## src/rtl/uart_rx_fifo.sv

```systemverilog
// uart_rx_fifo
//   Receive byte buffer between the UART receiver and the host. Bytes
//   strobed by the receiver are stored in a DEPTH-entry FIFO and presented
//   first-word-fall-through on a valid/ready interface. Overrun and framing
//   errors are reported as sticky flags. afull is intended for RTS-style
//   flow control toward the line side.
//
//   Optional feature macro: UART_RX_FIFO_STATS_EN
//     defined   : drop_cnt counts dropped bytes and saturates at 16'hFFFF
//     undefined : drop_cnt is tied to zero
//
// Ports
//   Clk, Rst_n        system clock, synchronous active-low reset
//   rx_data/valid/ferr byte strobe from the UART receiver
//   flush             clears FIFO contents, leaves the error flags alone
//   m_data/valid/ready FWFT output toward the host
//   count/full/afull  occupancy status
//   overrun/ferr      sticky error flags, cleared by err_clr
//   drop_cnt          dropped-byte counter
module uart_rx_fifo #(
   parameter int DATA_W       = 8,
   parameter int DEPTH        = 16,
   parameter int AFULL_THRESH = 12
) (
   input  logic                       Clk,
   input  logic                       Rst_n,
   input  logic [DATA_W-1:0]          rx_data,
   input  logic                       rx_valid,
   input  logic                       rx_ferr,
   input  logic                       flush,
   output logic [DATA_W-1:0]          m_data,
   output logic                       m_valid,
   input  logic                       m_ready,
   output logic [$clog2(DEPTH):0]     count,
   output logic                       full,
   output logic                       afull,
   output logic                       overrun,
   output logic                       ferr,
   input  logic                       err_clr,
   output logic [15:0]                drop_cnt
);

   localparam int AW = $clog2(DEPTH);
   localparam int CW = AW + 1;

   logic [DATA_W-1:0] mem [DEPTH];
   logic [AW-1:0]     wr_ptr;
   logic [AW-1:0]     rd_ptr;

   logic push_req;
   logic pop;
   logic push;
   logic drop_ovr;
   logic drop_fe;
   logic drop;

   assign m_valid  = (count != '0);
   assign full     = (count == CW'(DEPTH));
   assign afull    = (count >= CW'(AFULL_THRESH));
   // Gate the read so the output sits at zero while empty (storage itself
   // is never reset).
   assign m_data   = m_valid ? mem[rd_ptr] : '0;

   assign push_req = rx_valid & ~rx_ferr;
   assign pop      = m_valid & m_ready;
   // A pop in the same cycle frees a slot, so a full FIFO still accepts.
   assign push     = push_req & (~full | pop);
   assign drop_ovr = push_req & full & ~pop;
   assign drop_fe  = rx_valid & rx_ferr;
   assign drop     = drop_ovr | drop_fe;

   always_ff @(posedge Clk) begin
      if (push && !flush) begin
         mem[wr_ptr] <= rx_data;
      end
   end

   always_ff @(posedge Clk) begin
      if (!Rst_n) begin
         wr_ptr <= '0;
         rd_ptr <= '0;
         count  <= '0;
      end else if (flush) begin
         wr_ptr <= '0;
         rd_ptr <= '0;
         count  <= '0;
      end else begin
         if (push) begin
            wr_ptr <= wr_ptr + 1'b1;
         end
         if (pop) begin
            rd_ptr <= rd_ptr + 1'b1;
         end
         count <= count + CW'(push) - CW'(pop);
      end
   end

   // A new error event wins over err_clr in the same cycle.
   always_ff @(posedge Clk) begin
      if (!Rst_n) begin
         overrun <= 1'b0;
         ferr    <= 1'b0;
      end else begin
         overrun <= (overrun & ~err_clr) | drop_ovr;
         ferr    <= (ferr & ~err_clr) | drop_fe;
      end
   end

`ifdef UART_RX_FIFO_STATS_EN
   logic [15:0] drop_cnt_q;

   always_ff @(posedge Clk) begin
      if (!Rst_n) begin
         drop_cnt_q <= '0;
      end else if (err_clr) begin
         drop_cnt_q <= drop ? 16'd1 : 16'd0;
      end else if (drop && drop_cnt_q != 16'hFFFF) begin
         drop_cnt_q <= drop_cnt_q + 16'd1;
      end
   end

   assign drop_cnt = drop_cnt_q;
`else
   logic unused_drop;
   assign unused_drop = drop;
   assign drop_cnt    = 16'h0000;
`endif

endmodule

```

## config.mk

```make
export PLATFORM = sky130hd
export DESIGN_NAME = uart_rx_fifo
export DESIGN_NICKNAME = d
export VERILOG_FILES = /design/src/rtl/uart_rx_fifo.sv
export SDC_FILE = /design/constraint.sdc
export NUM_CORES = 1
export LEC_CHECK = 0
export ABC_AREA = 1
export BUFFER_PORTS_ARGS = -buffer_cell sky130_fd_sc_hd__buf_2
export CAP_MARGIN = 25
export CORE_AREA = 2 2 122 124
export CTS_BUF_LIST = sky130_fd_sc_hd__clkbuf_8
export DETAILED_ROUTE_END_ITERATION = 10
export DIE_AREA = 0 0 124 126
export PLACE_DENSITY_LB_ADDON = 0.12
export SLEW_MARGIN = 20
export SYNTH_ARGS = -nofsm -noshare
export SYNTH_HDL_FRONTEND = slang
export SYNTH_SLANG_ARGS = --single-unit
export TNS_END_PERCENT = 50
```

## constraint.sdc

```tcl
create_clock -name Clk -period 2.3 [get_ports Clk]
set_input_delay 0.115 -clock Clk [delete_from_list [all_inputs] [get_ports Clk]]
set_output_delay 0.115 -clock Clk [all_outputs]
set_load 0.1 [all_outputs]
```

# Word level (Yosys, flattened, before mapping)
# Memory sizes are Yosys's and may differ from the RTL's. A register that Yosys moved wholly into a read port is not among the register bits.
# Cells that the tools add are included.
dict set report classes {
  addsub 4
  order_cmp 1
  eq_ne 1
  n_mux 5
  n_bitwise 16
  n_reduce_logical 4
}
# operator n
set op_table {}
lappend op_table {{$add 4x1->4 const B} 2}
lappend op_table {{$and 1x1->1} 8}
lappend op_table {{$mux 4} 2}
lappend op_table {{$mux 8} 1}
lappend op_table {{$add 5x1->5} 1}
lappend op_table {{$eq 5x5->1 const B} 1}
lappend op_table {{$ge 5x4->1 const B} 1}
lappend op_table {{$not 1->1} 5}
lappend op_table {{$reduce_bool 5->1} 1}
lappend op_table {{$sub 5x1->5} 1}
lappend op_table {{$or 1x1->1} 3}
lappend op_table {{$mux 1} 2}
lappend op_table {{$reduce_or 2->1} 1}
lappend op_table {{$logic_and 1x1->1} 1}
lappend op_table {{$logic_not 1->1} 1}
dict set report totals {
  reg_bits 15
  ramBits 128
  input_bits 15
  output_inout_bits 34
  word_cells 37
  n_memories 1
}
# memory words width rd rd_ports_with_merged_regs wr line_no
set mem_list {}
lappend mem_list {mem 16 8 1 1 1 46} ;# logic [DATA_W-1:0] mem [DEPTH];

# Longest topological paths before layout
# Gate-level depths: netlist of run 1.
dict set report logic_depth {
  ltp_word 7
  depth_mapped 15
  mapped_depth_nobuf 15
}

# Worst setup path after synthesis of run 1
# OpenSTA, ideal clock, no wires.
dict set report synth_timing {
  path_type {register -> register}
  startpoint {register count[4]}
  endpoint {register count[4]}
  setup_ns 0.120
  arrival_time_ns 4.120
  required_time_ns 2.180
  slack_ns -1.940
  path_stages_with_launch 14
  path_buffers 0
  synth_period_minus_slack_ns 4.240
  cell_sequence {dfxtp_1 -> inv_1 -> nor2_1 -> nand2_1 -> nand2_2 -> inv_1 -> nand2_1 -> nand2_1 -> ha_1 -> fa_1 -> a21oi_1 -> o21bai_1 -> o21ai_0 -> a21oi_1}
}
dict set report synth_between {
  elab_chain_cells 6
  elab_cells_between_ends 8
  classes_between {add/sub (2); eq/ne (1); bitwise (4); reduce/logical (1)}
}
# element line_no
set synth_rtl {}
lappend synth_rtl {{start, declared} 34} ;# output logic [$clog2(DEPTH):0] count,
lappend synth_rtl {{start signal, assigned} 94} ;# count <= count + CW'(push) - CW'(pop);
lappend synth_rtl {{$eq 5x5->1} 58} ;# assign full = (count == CW'(DEPTH));
lappend synth_rtl {{via full} 35} ;# output logic full,
lappend synth_rtl {{$not 1->1} 67} ;# assign push = push_req & (~full | pop);
lappend synth_rtl {{$or 1x1->1} 67}
lappend synth_rtl {{$and 1x1->1} 67}
lappend synth_rtl {{$add 5x1->5} 94}
lappend synth_rtl {{$sub 5x1->5} 94}
# The timed path passes the listed nets, and every way through them passes these cells.
# A chain may end at the register's enable or synchronous reset.

# Worst setup path after layout of run 1
dict set report layout_timing {
  startpoint {register count[3]}
  endpoint {register count[4]}
}
dict set report layout_between {
  elab_chain_cells 6
  elab_cells_between_ends 8
  classes_between {add/sub (2); eq/ne (1); bitwise (4); reduce/logical (1)}
}
# element line_no
set layout_rtl {}
lappend layout_rtl {{$reduce_bool 5->1 / $eq 5x5->1 (equally long branches)} {57, 58}}
lappend layout_rtl {{$and 1x1->1 / $not 1->1 (equally long branches)} {65, 67}}
lappend layout_rtl {{$or 1x1->1} 67}
lappend layout_rtl {{$and 1x1->1} 67}
lappend layout_rtl {{$add 5x1->5} 94}
lappend layout_rtl {{$sub 5x1->5 (*)} 94}
# Mark *: on every way between the ends. The rest lies on a longest branch, timed or not.

==> flow_summary.ini, run 1 <==
[run_status]
status = completed

[synthesis]
synth_seq_cells = 147
synth.avg_cell_area_um2 = 10.89
synth_edf_count = 128
synth_cell_type_count = 23
seq_area_frac_synth_pct = 67.13
ys_warn_count = 0
yosys_most_used_dff = edfxtp_1
async_flop_share_pct = 0
synthCells = 578
netlist_area_um2 = 6292

[timing]
hold_viol = 0
fmax_ghz = 0.4637
finalCritPeriodShare_pct = 93.76
finalWorstSetupSlack_ps = 143.5
finalCriticalPeriod_ps = 2157
tightest_slew_ps = 501.4
relSlewSlack_pct = 66.45
final-max-slew-violation-count = 0
skew_ps = 6.781
finalSetupViolCount = 0

[min_path]
hp-class = primary input to flop
whs_path_depth = 4
hold-path-endpoint = wr_ptr[2]
min_from = rx_ferr

[floorplan]
initial_core_util_pct = 43.96
chipWidth_um = 124
io_pins = 49
dieArea_um2 = 15620
rows = 44
core_area_um2 = 14310
chipHeight_um = 126

[pwr]
net-switching-power_mw = 3.189
p_sw_share_pct = 40.32
p_per_area_nw_per_um2 = 1070
clkPwrFrac_pct = 22.6
p_comb_share_pct = 39.4
ir_drop_v = 0.001201
p_seq_share_pct = 38.0
power.internal_mw = 4.720
leakage_nw = 2.825

[routing]
routedWlPerCell_um = 17.25
vias = 4163
vias_per_cell = 4.998
first_iter_violations = 396
totalWireLength_um = 14370
ant_nets = 0
drc = 0
drtPass1Iterations = 4

[critical_path]
cp.required_ps = 2630
worstSetupPathType = flop to flop
crit_path_cell_trace = inv_2, ha_4, nand3_1, nor2_4, nand2_1, nand2_2, inv_1, nand2_1, nand2_2, ha_4, fa_2, a21oi_2, o21bai_1, o21ai_1, a21oi_1
critical-path-max-stage-delay_ps = 370
r2r_slack_ps = 140
critPathLaunchType = flop
r2r_end = count[4]
cp_data_arrival_time_ps = 2480
critPathMaxFanout = 4
r2r_cells = 15
end_kind = flop
critPathSlowestCell = fa_2
r2r-start = count[3]

[clocking]
clk_pin_slew_ps = 70
htreeDepth = 4
cts_made_buffers = 17
clk_root_buffer_cell = clkbuf_8
clk_path_buf_depth = 2
clock_sinks = 147
cts_tree = built
clkLatencyLatePin_ps = 440

[placed_design]
io_buffers = 32
hpwl_um = 9238
placed_area_um2 = 6969
gp_congestion = 0.8361
pre_cts_ws_ps = 83.65

[cells_and_area]
layout_common_cells = nand2_1, edfxtp_1, nand3_1
final_common_cell = nand2_1
post-route-cell-area_um2 = 7388
n_fill_cell = 1273
nets = 664
drive_gt1_share_pct = 17.72
syn_to_final_growth_pct = 17.42
antennaDiodeCount = 0

[global_routing]
grt_usage_pct = 19.81
antenna_found_initial = 0
grt_max_degree = 39
grt_pass1_wl_um = 22230
grt_pass1_vias = 4268
gr-total-overflow = 0

[flow_run]
drv_cap = 0
[stage by stage]
stage | total power, mW | util, % | hold WS, ps | std cells | setup TNS, ps
global placement | 6.175 | 48.69 | 360.9 | 795 | 0
finish | 7.909 | 51.62 | 44.38 | 833 | 0
detailed placement | 6.200 | 48.69 | 392.1 | 795 | 0
CTS | 7.999 | 51.51 | 7.005 | 832 | 0
floorplan | 5.279 | - | 213.9 | 593 | -9259
global route | 8.238 | 51.62 | 40.15 | 833 | -4.208
[cells in the mapped netlist, drive strengths merged (2+ instances only)]
master	instances	share of area (%)
nand3	102	8.1
xnor2	2	0.28
edfxtp	128	61
xor2	3	0.42
ha	12	2.4
a21oi	21	1.7
nand2	183	11
inv	25	1.5
clkbuf	3	0.18
nor2	33	2.0
buf	37	4.3
dfxtp	19	6.0
o21ai	6	0.48
[sequential cells by signal (all words and copies together) (netlist names), named ones only]
| register | flops |
|---|---|
| mem | 128 |
| rd_ptr | 4 |
| count | 5 |
| wr_ptr | 4 |
| overrun | 1 |
| ferr | 1 |
[cell type report]
| cell class | instances | area (um2) | share of cell area [%] |
|---|---|---|---|
| flip-flops and latches | 147 | 4244 | 57.44 |
| well taps | 184 | 230.2 | 3.116 |
| clock inverters | 12 | 78.83 | 1.067 |
| clock buffers | 20 | 275.3 | 3.726 |
| multi-input cells | 381 | 1886 | 25.52 |
| inverters | 25 | 100.1 | 1.355 |
| repair buffers | 64 | 574.3 | 7.773 |
[critical path: cells and delay by family (launching register included)]
family,cells,cell delay (ps)
buffers and inverters,2,140
flip-flops,1,350
AO/OA/AOI/OAI,4,370
AND/OR/NAND/NOR,6,510
adder cells (fa/ha/maj),3,660
[power groups by stage]
stage,clock (mW),sequential [mW],combinational [mW]
floorplan,0,3.25,2.03
global placement,0,3.06,3.11
finish,1.79,3.01,3.11
global route,1.92,3.01,3.30
detailed placement,0,3.07,3.13
CTS,1.84,3.01,3.15
[routing by layer]
layer  up-vias  share of wire (%)  wire length (um)  track usage, %
li1       2057                  -                 -               -
met1      2009                 42              6095           23.45
met2        75                 53              7578           33.94
met3        22                2.5               365           4.031
met4         0                2.3               326           9.914
met5         -                  0                 0               0
[repair_timing]
action	in CTS	in global routing
setup buffers	0	1
setup endpoints to repair	0	9
gates resized for setup	0	2
hold endpoints to repair	2	0
hold buffers	5	0
[worst max-delay path by stage]
stage | startpoint | to | slack, ps | depth (start not counted)
after floorplan | count[2] | count[4] | -1060 | 13
after global placement | count[2] | count[4] | 110 | 15
after detailed placement | count[3] | count[4] | 80 | 15
after CTS | flop | m_data[5] | 20 | 6
after global routing | count[3] | count[4] | -4 | 15
final | count[3] | count[4] | 140 | 15
[cell families (layout without fill, tap and decap cells)]
family | count (synthesis) | after routing | share of synthesized area, %
DFF | 147 | 147 | 67.13
other | 1 | 16 | 0.05960
AOI/OAI and AO/OA | 28 | 28 | 2.267
xor gates and xnor gates | 5 | 5 | 0.6961
buffers and inverters | 65 | 121 | 5.965
and+or+nand+nor | 319 | 319 | 21.18
adders and majority gates | 13 | 13 | 2.704
Power figures use the tool's default switching activity.
==> inputs of run 2 (changes only) <==
--- a/config.mk
+++ b/config.mk
@@ -9,10 +9,9 @@
 export BUFFER_PORTS_ARGS = -buffer_cell sky130_fd_sc_hd__buf_2
 export CAP_MARGIN = 25
 export CORE_AREA = 2 2 122 124
-export CTS_BUF_LIST = sky130_fd_sc_hd__clkbuf_8
+export CTS_BUF_LIST = sky130_fd_sc_hd__clkbuf_4 sky130_fd_sc_hd__clkbuf_8 sky130_fd_sc_hd__clkbuf_16
 export DETAILED_ROUTE_END_ITERATION = 10
 export DIE_AREA = 0 0 124 126
-export PLACE_DENSITY_LB_ADDON = 0.12
 export SLEW_MARGIN = 20
 export SYNTH_ARGS = -nofsm -noshare
 export SYNTH_HDL_FRONTEND = slang
==> run 2 against run 1 <==
Setup slack better by 6.5 ps. Final area up 3.1%. First-iteration DRC count down 30%. Critical path type unchanged.
==> flow_summary.ini, run 2 (same netlist as run 1, synthesis figures left out) <==
[critical_path]
critPathMaxFanout = 5
critPathSlowestCell = dfxtp_4
end_kind = flop
critPathLaunchType = flop
worstSetupPathType = flop to flop
startpoint = count[2]
r2r-start = count[2]
critical-path-max-stage-delay_ps = 360
cp_data_arrival_time_ps = 2450
path_common_cell = nand2_2
cp.required_ps = 2600
critPathTopFamily = adder cells
crit_path_cell_trace = inv_4, ha_4, nand3_1, nor2_4, nand2_2, nand2_2, inv_1, nand2_1, nand2_2, ha_4, fa_2, a21oi_2, o21bai_1, o21ai_1, a21oi_1
worst-path-buf-inv = 2

[cells_and_area]
drive_gt1_share_pct = 18.55
final_common_cell = nand2_1
regMostFlops = mem
fin_util_pct = 53.23
post-route-cell-area_um2 = 7619
nets = 664
antennaDiodeCount = 0
instances_no_fill = 831
largest_reg_flops = 128
n_fill_cell = 1243
layout_common_cells = nand2_1, edfxtp_1, nand3_1
syn_to_final_growth_pct = 21.08
reg.largest.list = mem x128, count x5

[timing]
fmax_ghz = 0.4651
worst_hold_slack_ps = 59.27
finalCritPeriodShare_pct = 93.48
finalSetupViolCount = 0
final-max-slew-violation-count = 0
setup_tns_ps = 0
hold_viol = 0
finalWorstSetupSlack_ps = 150.0
skew_ps = 10.89
finalCriticalPeriod_ps = 2150
rsz0062_at_grt = yes

[clocking]
cts_made_buffers = 17
clk_root_buffer_cell = clkbuf_16
htreeDepth = 4
clock_sinks = 147
clk_pin_slew_ps = 60
clk_path_buf_depth = 2
cts_tree = built
clkLatencyLatePin_ps = 410

[placed_design]
gp_congestion = 0.8205
pre_cts_ws_ps = 92.25
place_inst = 795
hpwl_um = 8636
io_buffers = 32
placed_area_um2 = 6957

[floorplan]
chipHeight_um = 126
initial_core_util_pct = 43.96
core_area_um2 = 14310
chipWidth_um = 124
rows = 44
io_pins = 49
dieArea_um2 = 15620

[pwr]
ir_drop_v = 0.001395
leakage_nw = 2.910
total_power_mw = 8.868
p_per_area_nw_per_um2 = 1164

[global_routing]
grt_max_degree = 47
antenna_found_initial = 0
grt_pass1_vias = 4216
grt_usage_pct = 18.70
gr-total-overflow = 0
grt_pass1_wl_um = 21560

[min_path]
hp-class = primary input to flop
min_from = err_clr

[routing]
vias = 4195
ant_nets = 0
drtPass1Iterations = 6
drc = 0
totalWireLength_um = 13330
routedWlPerCell_um = 16.04
vias_per_cell = 5.048
first_iter_violations = 278

[flow_run]
drv_cap = 0

[run_status]
status = completed
## run 2: cell count changes in the layout (fill, tap and decap cells not counted), moves of 2 or more
cell,before,now
clkbuf_8,20,0
clkbuf_16,0,17
inv_1,24,19
bufinv_16,1,4
buf_4,23,25
clkinv_2,3,5
## run 2: layer usage
metal | track usage (%) | vias to the layer above | share of wire (%)
met5 | 0 | - | 0
met4 | 8.989 | 0 | 2.6
met3 | 4.167 | 27 | 3.9
met2 | 30.90 | 103 | 51
met1 | 23.12 | 2004 | 43
li1 | - | 2061 | -
## run 2: final timing paths
check / end / slack [ps] / depth (start not counted)
worst max-delay path: count[4] / 150 / 15
worst min-delay path: overrun / 60 / 4
worst max register to register: count[4] / 150 / 15
worst min register to register: wr_ptr[3] / 500 / 2
## run 2: power by group
part / switching [mW] / internal, mW / leakage [nW]
combinational: 2.21 / 0.861 / 1.30
clock: 0.977 / 1.80 / 0.296
sequential: 0.0560 / 2.96 / 1.31
## run 2: worst reg2reg max path, stage by stage, from the launching register on
cell	delay, ps
dfxtp_4	360
inv_4	60
ha_4	120
nand3_1	110
nor2_4	110
nand2_2	80
nand2_2	70
inv_1	60
nand2_1	70
nand2_2	60
ha_4	160
fa_2	360
a21oi_2	130
o21bai_1	90
o21ai_1	130
a21oi_1	50
## run 2: what timing repair did
item	4_1_cts	5_1_grt
hold buffers	4	0
endpoints found under the hold margin	2	0
resized for setup	0	3
setup buffers	0	2
setup endpoints to repair	0	5
## run 2: cell type report
cell class / count / area [um2] / area share [%]
Sequential cell: 147 / 4247 / 55.74
Multi-Input combinational cell: 381 / 1888 / 24.78
Timing Repair Buffer: 64 / 559.3 / 7.341
Clock buffer: 18 / 432.9 / 5.682
Tap cell: 184 / 230.2 / 3.022
Clock inverter: 12 / 165.2 / 2.168
Inverter: 25 / 96.34 / 1.265
